**src/rtl/ttt_status_tx_if.sv**
```systemverilog
// Byte stream from the board-status serializer to the UART transmit path.
interface ttt_status_tx_if;
  logic       tx_valid;
  logic       tx_ready;
  logic [7:0] tx_data;

  modport master (output tx_valid, output tx_data, input tx_ready);
  modport slave  (input tx_valid, input tx_data, output tx_ready);
endinterface

```
**src/rtl/ttt_status_tx.sv**
```systemverilog
// Board-status serializer: snapshots board/player/win on update and streams an ASCII frame, one byte per handshake.
// Define TTT_STATUS_HEADER_EN to prefix every frame with ANSI cursor-home (1B 5B 48), giving 21 bytes instead of 18.
module ttt_status_tx #(
  parameter logic [7:0] EMPTY_CHAR = 8'h2E
) (
  input  logic                   clk,
  input  logic                   reset_n,
  input  logic [17:0]            board_state,
  input  logic                   current_player,
  input  logic                   win_flag,
  input  logic                   update,
  output logic                   busy,
  ttt_status_tx_if.master        tx_if
);

`ifdef TTT_STATUS_HEADER_EN
  localparam int HDR_LEN = 3;
`else
  localparam int HDR_LEN = 0;
`endif
  localparam int FRAME_LEN = HDR_LEN + 18;
  localparam int IDX_W     = $clog2(FRAME_LEN);
  localparam int LAST      = FRAME_LEN - 1;

  typedef enum logic {ST_IDLE, ST_SEND} state_t;

  state_t             r_state;
  state_t             w_state_nxt;
  logic [17:0]        r_board;
  logic               r_player;
  logic               r_win;
  logic [IDX_W-1:0]   r_idx;
  logic               r_pending;
  logic [7:0]         r_tx_data;
  logic               w_hs;
  logic               w_last;
  logic               w_start;
  logic [IDX_W-1:0]   w_idx_nxt;

  function automatic logic [7:0] cell_char(input logic [1:0] c);
    logic [7:0] res;
    case (c)
      2'b00:   res = EMPTY_CHAR;
      2'b01:   res = 8'h58;
      2'b10:   res = 8'h4F;
      default: res = 8'h3F;
    endcase
    return res;
  endfunction

  // Payload position = idx minus header; each board row is 3 cells + CR LF.
  function automatic logic [7:0] frame_byte(input logic [IDX_W-1:0] idx, input logic [17:0] b,
                                            input logic p, input logic w);
    logic [7:0] res;
    int         pos;
    res = 8'h0D;
    pos = int'(idx) - HDR_LEN;
    if (pos < 0) begin
      case (int'(idx))
        0:       res = 8'h1B;
        1:       res = 8'h5B;
        default: res = 8'h48;
      endcase
    end else begin
      case (pos)
        0, 1, 2:     res = cell_char(b[2*pos +: 2]);
        5, 6, 7:     res = cell_char(b[2*(pos-2) +: 2]);
        10, 11, 12:  res = cell_char(b[2*(pos-4) +: 2]);
        15:          res = w ? 8'h57 : (p ? 8'h4F : 8'h58);
        4, 9, 14, 17: res = 8'h0A;
        default:     res = 8'h0D;
      endcase
    end
    return res;
  endfunction

  assign w_hs      = tx_if.tx_valid & tx_if.tx_ready;
  assign w_last    = (r_idx == IDX_W'(LAST));
  assign w_idx_nxt = r_idx + 1'b1;

  always_comb begin
    w_state_nxt = r_state;
    w_start     = 1'b0;
    case (r_state)
      ST_IDLE: begin
        if (update || r_pending) begin
          w_state_nxt = ST_SEND;
          w_start     = 1'b1;
        end
      end
      ST_SEND: begin
        if (w_hs && w_last) w_state_nxt = ST_IDLE;
      end
      default: w_state_nxt = ST_IDLE;
    endcase
  end

  always_ff @(posedge clk or negedge reset_n) begin
    if (!reset_n) r_state <= ST_IDLE;
    else          r_state <= w_state_nxt;
  end

  // Updates landing mid-frame (last handshake included) collapse into one follow-up frame.
  always_ff @(posedge clk or negedge reset_n) begin
    if (!reset_n)                             r_pending <= 1'b0;
    else if (w_start)                         r_pending <= 1'b0;
    else if ((r_state == ST_SEND) && update)  r_pending <= 1'b1;
  end

  // Byte 0 comes from the live inputs, since the snapshot is loaded on the same edge.
  always_ff @(posedge clk or negedge reset_n) begin
    if (!reset_n) begin
      r_board   <= 18'd0;
      r_player  <= 1'b0;
      r_win     <= 1'b0;
      r_idx     <= '0;
      r_tx_data <= 8'h00;
    end else if (w_start) begin
      r_board   <= board_state;
      r_player  <= current_player;
      r_win     <= win_flag;
      r_idx     <= '0;
      r_tx_data <= frame_byte({IDX_W{1'b0}}, board_state, current_player, win_flag);
    end else if ((r_state == ST_SEND) && w_hs && !w_last) begin
      r_idx     <= w_idx_nxt;
      r_tx_data <= frame_byte(w_idx_nxt, r_board, r_player, r_win);
    end
  end

  assign tx_if.tx_valid = (r_state == ST_SEND);
  assign tx_if.tx_data  = r_tx_data;
  assign busy           = (r_state == ST_SEND);

endmodule
```
**src/flat_wrapper.sv**
```systemverilog
// flat-port wrapper written by rule: the top's interface ports become plain ports
module ttt_status_tx_flat 
#(
  parameter logic [7:0] EMPTY_CHAR = 8'h2E
)
  (clk, reset_n, board_state, current_player, win_flag, update, busy, tx_if_tx_valid, tx_if_tx_data, tx_if_tx_ready);
  ttt_status_tx_if tx_if_i ();
  input  logic clk;
  input  logic reset_n;
  input  logic [17:0] board_state;
  input  logic current_player;
  input  logic win_flag;
  input  logic update;
  output logic busy;
  output wire logic [$bits(tx_if_i.tx_valid)-1:0] tx_if_tx_valid;
  output wire logic [$bits(tx_if_i.tx_data)-1:0] tx_if_tx_data;
  input wire logic [$bits(tx_if_i.tx_ready)-1:0] tx_if_tx_ready;
  assign tx_if_tx_valid = tx_if_i.tx_valid;
  assign tx_if_tx_data = tx_if_i.tx_data;
  assign tx_if_i.tx_ready = tx_if_tx_ready;
  ttt_status_tx #(.EMPTY_CHAR(EMPTY_CHAR)) u_core (.clk(clk), .reset_n(reset_n), .board_state(board_state), .current_player(current_player), .win_flag(win_flag), .update(update), .busy(busy), .tx_if(tx_if_i));
endmodule
```
**config.mk**
```make
export PLATFORM = sky130hd
export DESIGN_NAME = ttt_status_tx_flat
export DESIGN_NICKNAME = d
export VERILOG_FILES = /design/src/rtl/ttt_status_tx_if.sv /design/src/rtl/ttt_status_tx.sv /design/src/flat_wrapper.sv
export SDC_FILE = /design/constraint.sdc
export NUM_CORES = 1
export LEC_CHECK = 0
export CAP_MARGIN = 20
export CELL_PAD_IN_SITES_DETAIL_PLACEMENT = 0
export CELL_PAD_IN_SITES_GLOBAL_PLACEMENT = 1
export CORE_UTILIZATION = 46
export DETAILED_ROUTE_END_ITERATION = 7
export PLACE_DENSITY_LB_ADDON = 0.1
export SYNTH_ARGS = -nofsm -noshare
export SYNTH_HDL_FRONTEND = slang
export SYNTH_SLANG_ARGS = --single-unit
```
**constraint.sdc**
```tcl
create_clock -name clk -period 11.2 [get_ports clk]
set_input_delay 2.24 -clock clk [delete_from_list [all_inputs] [get_ports clk]]
set_output_delay 2.24 -clock clk [all_outputs]
set_load 0.1 [all_outputs]
```
==> impl_metrics.toml <==
[hold_path]
worst_hold_path_type = "reg2reg"

[power_and_ir_drop]
powerDensity_nw_per_um2 = 334
p_total_mw = 1.03
clkPwrFrac_pct = 13.6
combPwrFrac_pct = 63.4
vdd_drop_max_uv = 151
swShare_pct = 47.7
seqPwrFrac_pct = 23.0
p_int_mw = 0.539
leakage_nw = 1.42
p_sw_mw = 0.492

[global_routing]
grt.overflow.total = 0
gr-usage-met1_pct = 28.2
grt_max_degree = 35
busiest_layer = "met2"
grtUsageMet2_pct = 36.0
grt_pass1_vias = 2083
grt_use_met3_pct = 4.52
grt_antenna_before_repair = 0
track_usage_pct = 21.8
grt_pass1_wl_um = 10100

[critical_path]
critical_path_class = "reg2out"
critical_path_buf_inv_count = 1
critPathRequiredTime_ps = 8960
crit_path_start_kind = "flip-flop"
max_stage_delay_ps = 1170
worstPathMaxFanout = 8
slowest_stage = "clkdlybuf4s50_1"
r2r_slack_ps = 7120
setup.worst_path.end_class = "primary output"
crit_family = "buffers and inverters"
cp.arrival_ps = 1920
path_cells = "clkdlybuf4s50_1"

[timing]
layout_min_cycle_time_ps = 4160
fin_skew_ps = 6.51
report.final.slew_viol_count = 0
hold_viol = 0
setup_viol = 0
fin_tns_setup_ps = 0
fin_crit_sh_pct = 37.2
slew_headroom_pct = 35.3
rsz0062_at_grt = "false"
fmax_ghz = 0.240
tightest_slew_ps = 968

[die]
dieArea_um2 = 5940
rows = 26
die_height_um = 77.1
io_pins = 34
core_area_um2 = 5270
fp.dieW_um = 77.1
initial_utilization_pct = 49.2

[final_layout]
multi_input_area_um2 = 1600
antenna_cells = 0
synthToLayoutAreaGrowth_pct = 18.9
seqCellArea_um2 = 851
nets = 368
fillers = 503
drive_gt1_share_pct = 10.0
final_util_pct = 58.5

[clock_tree]
path_clk_slew_ps = 70
cts_buffers = 5
cts_max_path_buffers = 2
cts_tree = "yes"
clock_sinks = 34
h-tree-depth = 2
cts_setup_buffers = 0
cts_resized = 0
cts_hold_buf = 0
clkLatencyLatePin_ps = 300
cts-root-buf = "clkbuf_8"

[synth]
synth_nets = 339
yosysMostFrequentCell = "nand2_1"
netlist_area_um2 = 2590
yosys_warnings = 0
synth_commonest_cells = "nand2_1 (76), dfrtp_1 (34), ha_1 (25), o21ai_0 (22), inv_1 (15)"
ys.flop_type = "dfrtp_1"
yosysTopAreaCellShare_pct = 32.8
ys_seq_elements = 34
ys_async_sr_fraction_pct = 100
synthCells = 290
synth_edf_count = 0
ys_top_cells_by_area = "dfrtp_1 (33%), ha_1 (12%), nand2_1 (11%), mux4_2 (6.9%), o21ai_0 (4.2%)"
synth_seq_area_share_pct = 32.8
synth_largest_area_cell = "dfrtp_1"
synth_area_per_cell_um2 = 8.94
ys_types = 54

[detailed_routing]
wirelength_um = 5790
dr_total_vias = 2087
wire_per_inst_um = 14.9
via_per_inst = 5.35
first_pass_iters = 4
drcViolationCount = 0
drt_iter0_drc = 84
postRouteAntennaNets = 0

[placement]
dp_hpwl_um = 4340
port_buffers = 32
routabilityCongestion = 0.833

[run]
drv_cap = 0

[outcome]
status = "complete, no violations"
==> cells by family (layout without fill, tap and decap cells) <==
family,after synthesis,after routing,share of synthesized area [%]
multiplexers,10,10,7.77
AO/OA/AOI/OAI,58,58,14.8
buffers and inverters,29,59,5.50
adder cells (fa/ha/maj),25,25,12.1
flip-flops,34,34,32.8
AND/OR/NAND/NOR,126,126,22.1
XOR/XNOR,7,7,4.82
other,1,1,0.145
==> power groups by stage <==
stage	Sequential, mW	Clock, mW	Combinational [mW]
2_1_floorplan	0.297	0	0.445
3_3_place_gp	0.239	0	0.648
3_5_place_dp	0.241	0	0.651
4_1_cts	0.238	0.143	0.655
5_1_grt	0.247	0.148	0.724
6_report	0.237	0.140	0.653
==> path summary, 6_finish.rpt <==
check	startpoint	endpoint	cells past startpoint
min reg2reg	u_core.r_board[5]$_DFFE_PN0P_	u_core.r_board[5]$_DFFE_PN0P_	2
min in group asynchronous	reset_n	u_core.tx_if.tx_data[1]$_DFFE_PN0P_	2
max in group asynchronous	reset_n	u_core.r_board[9]$_DFFE_PN0P_	2
max reg2reg	u_core.r_idx[0]$_DFFE_PN0P_	u_core.tx_if.tx_data[1]$_DFFE_PN0P_	14
min	u_core.r_board[5]$_DFFE_PN0P_	u_core.r_board[5]$_DFFE_PN0P_	2
max	u_core.busy$_DFF_PN0_	busy	1
==> through the flow <==
step                cell area [µm²]  hold slack (ps)  setup WS, ps  cells
detailed placement             2950              491          6950    382
CTS                            3080              510          7030    390
global route                   3080              527          6750    390
floorplan                      2590              457          7560    290
finish                         3080              503          7040    390
global placement               2950              485          7010    382
==> cell usage in the layout, fill, tap and decap left out, types with 3 or more instances in the layout <==
cell and instances:
clkdlybuf4s50_1 32, dfrtp_1 34, inv_1 15, xnor2_1 3, a21oi_1 11, nand3_1 12
nand2_1 76, a211oi_1 3, mux4_2 8, a31oi_1 3, ha_1 25, buf_4 3
nor2_1 12, clkbuf_8 5, nor3_1 6, o21ai_0 22
==> layout make-up <==
type | count | share of cell area, %
Multi-Input combinational cell | 227 | 52.0
Sequential cell | 34 | 27.6
Timing Repair Buffer | 35 | 11.1
Tap cell | 70 | 2.84
Clock buffer | 5 | 2.23
Clock inverter | 3 | 2.23
Inverter | 16 | 1.95
==> per-layer routing <==
| metal | up-vias | routed length [µm] |
|---|---|---|
| met5 | - | 0 |
| met4 | 0 | 109 |
| met3 | 11 | 229 |
| met2 | 45 | 2730 |
| met1 | 972 | 2720 |
| li1 | 1059 | - |
==> sequential cells by signal, indices dropped and copies added (netlist names) <==
name and cells:
u_core.busy 1, u_core.r_board 18, u_core.r_idx 5, u_core.r_pending 1
u_core.r_player 1, u_core.r_win 1, u_core.tx_if.tx_data 7
No activity file was read; power rests on OpenSTA's default activity.
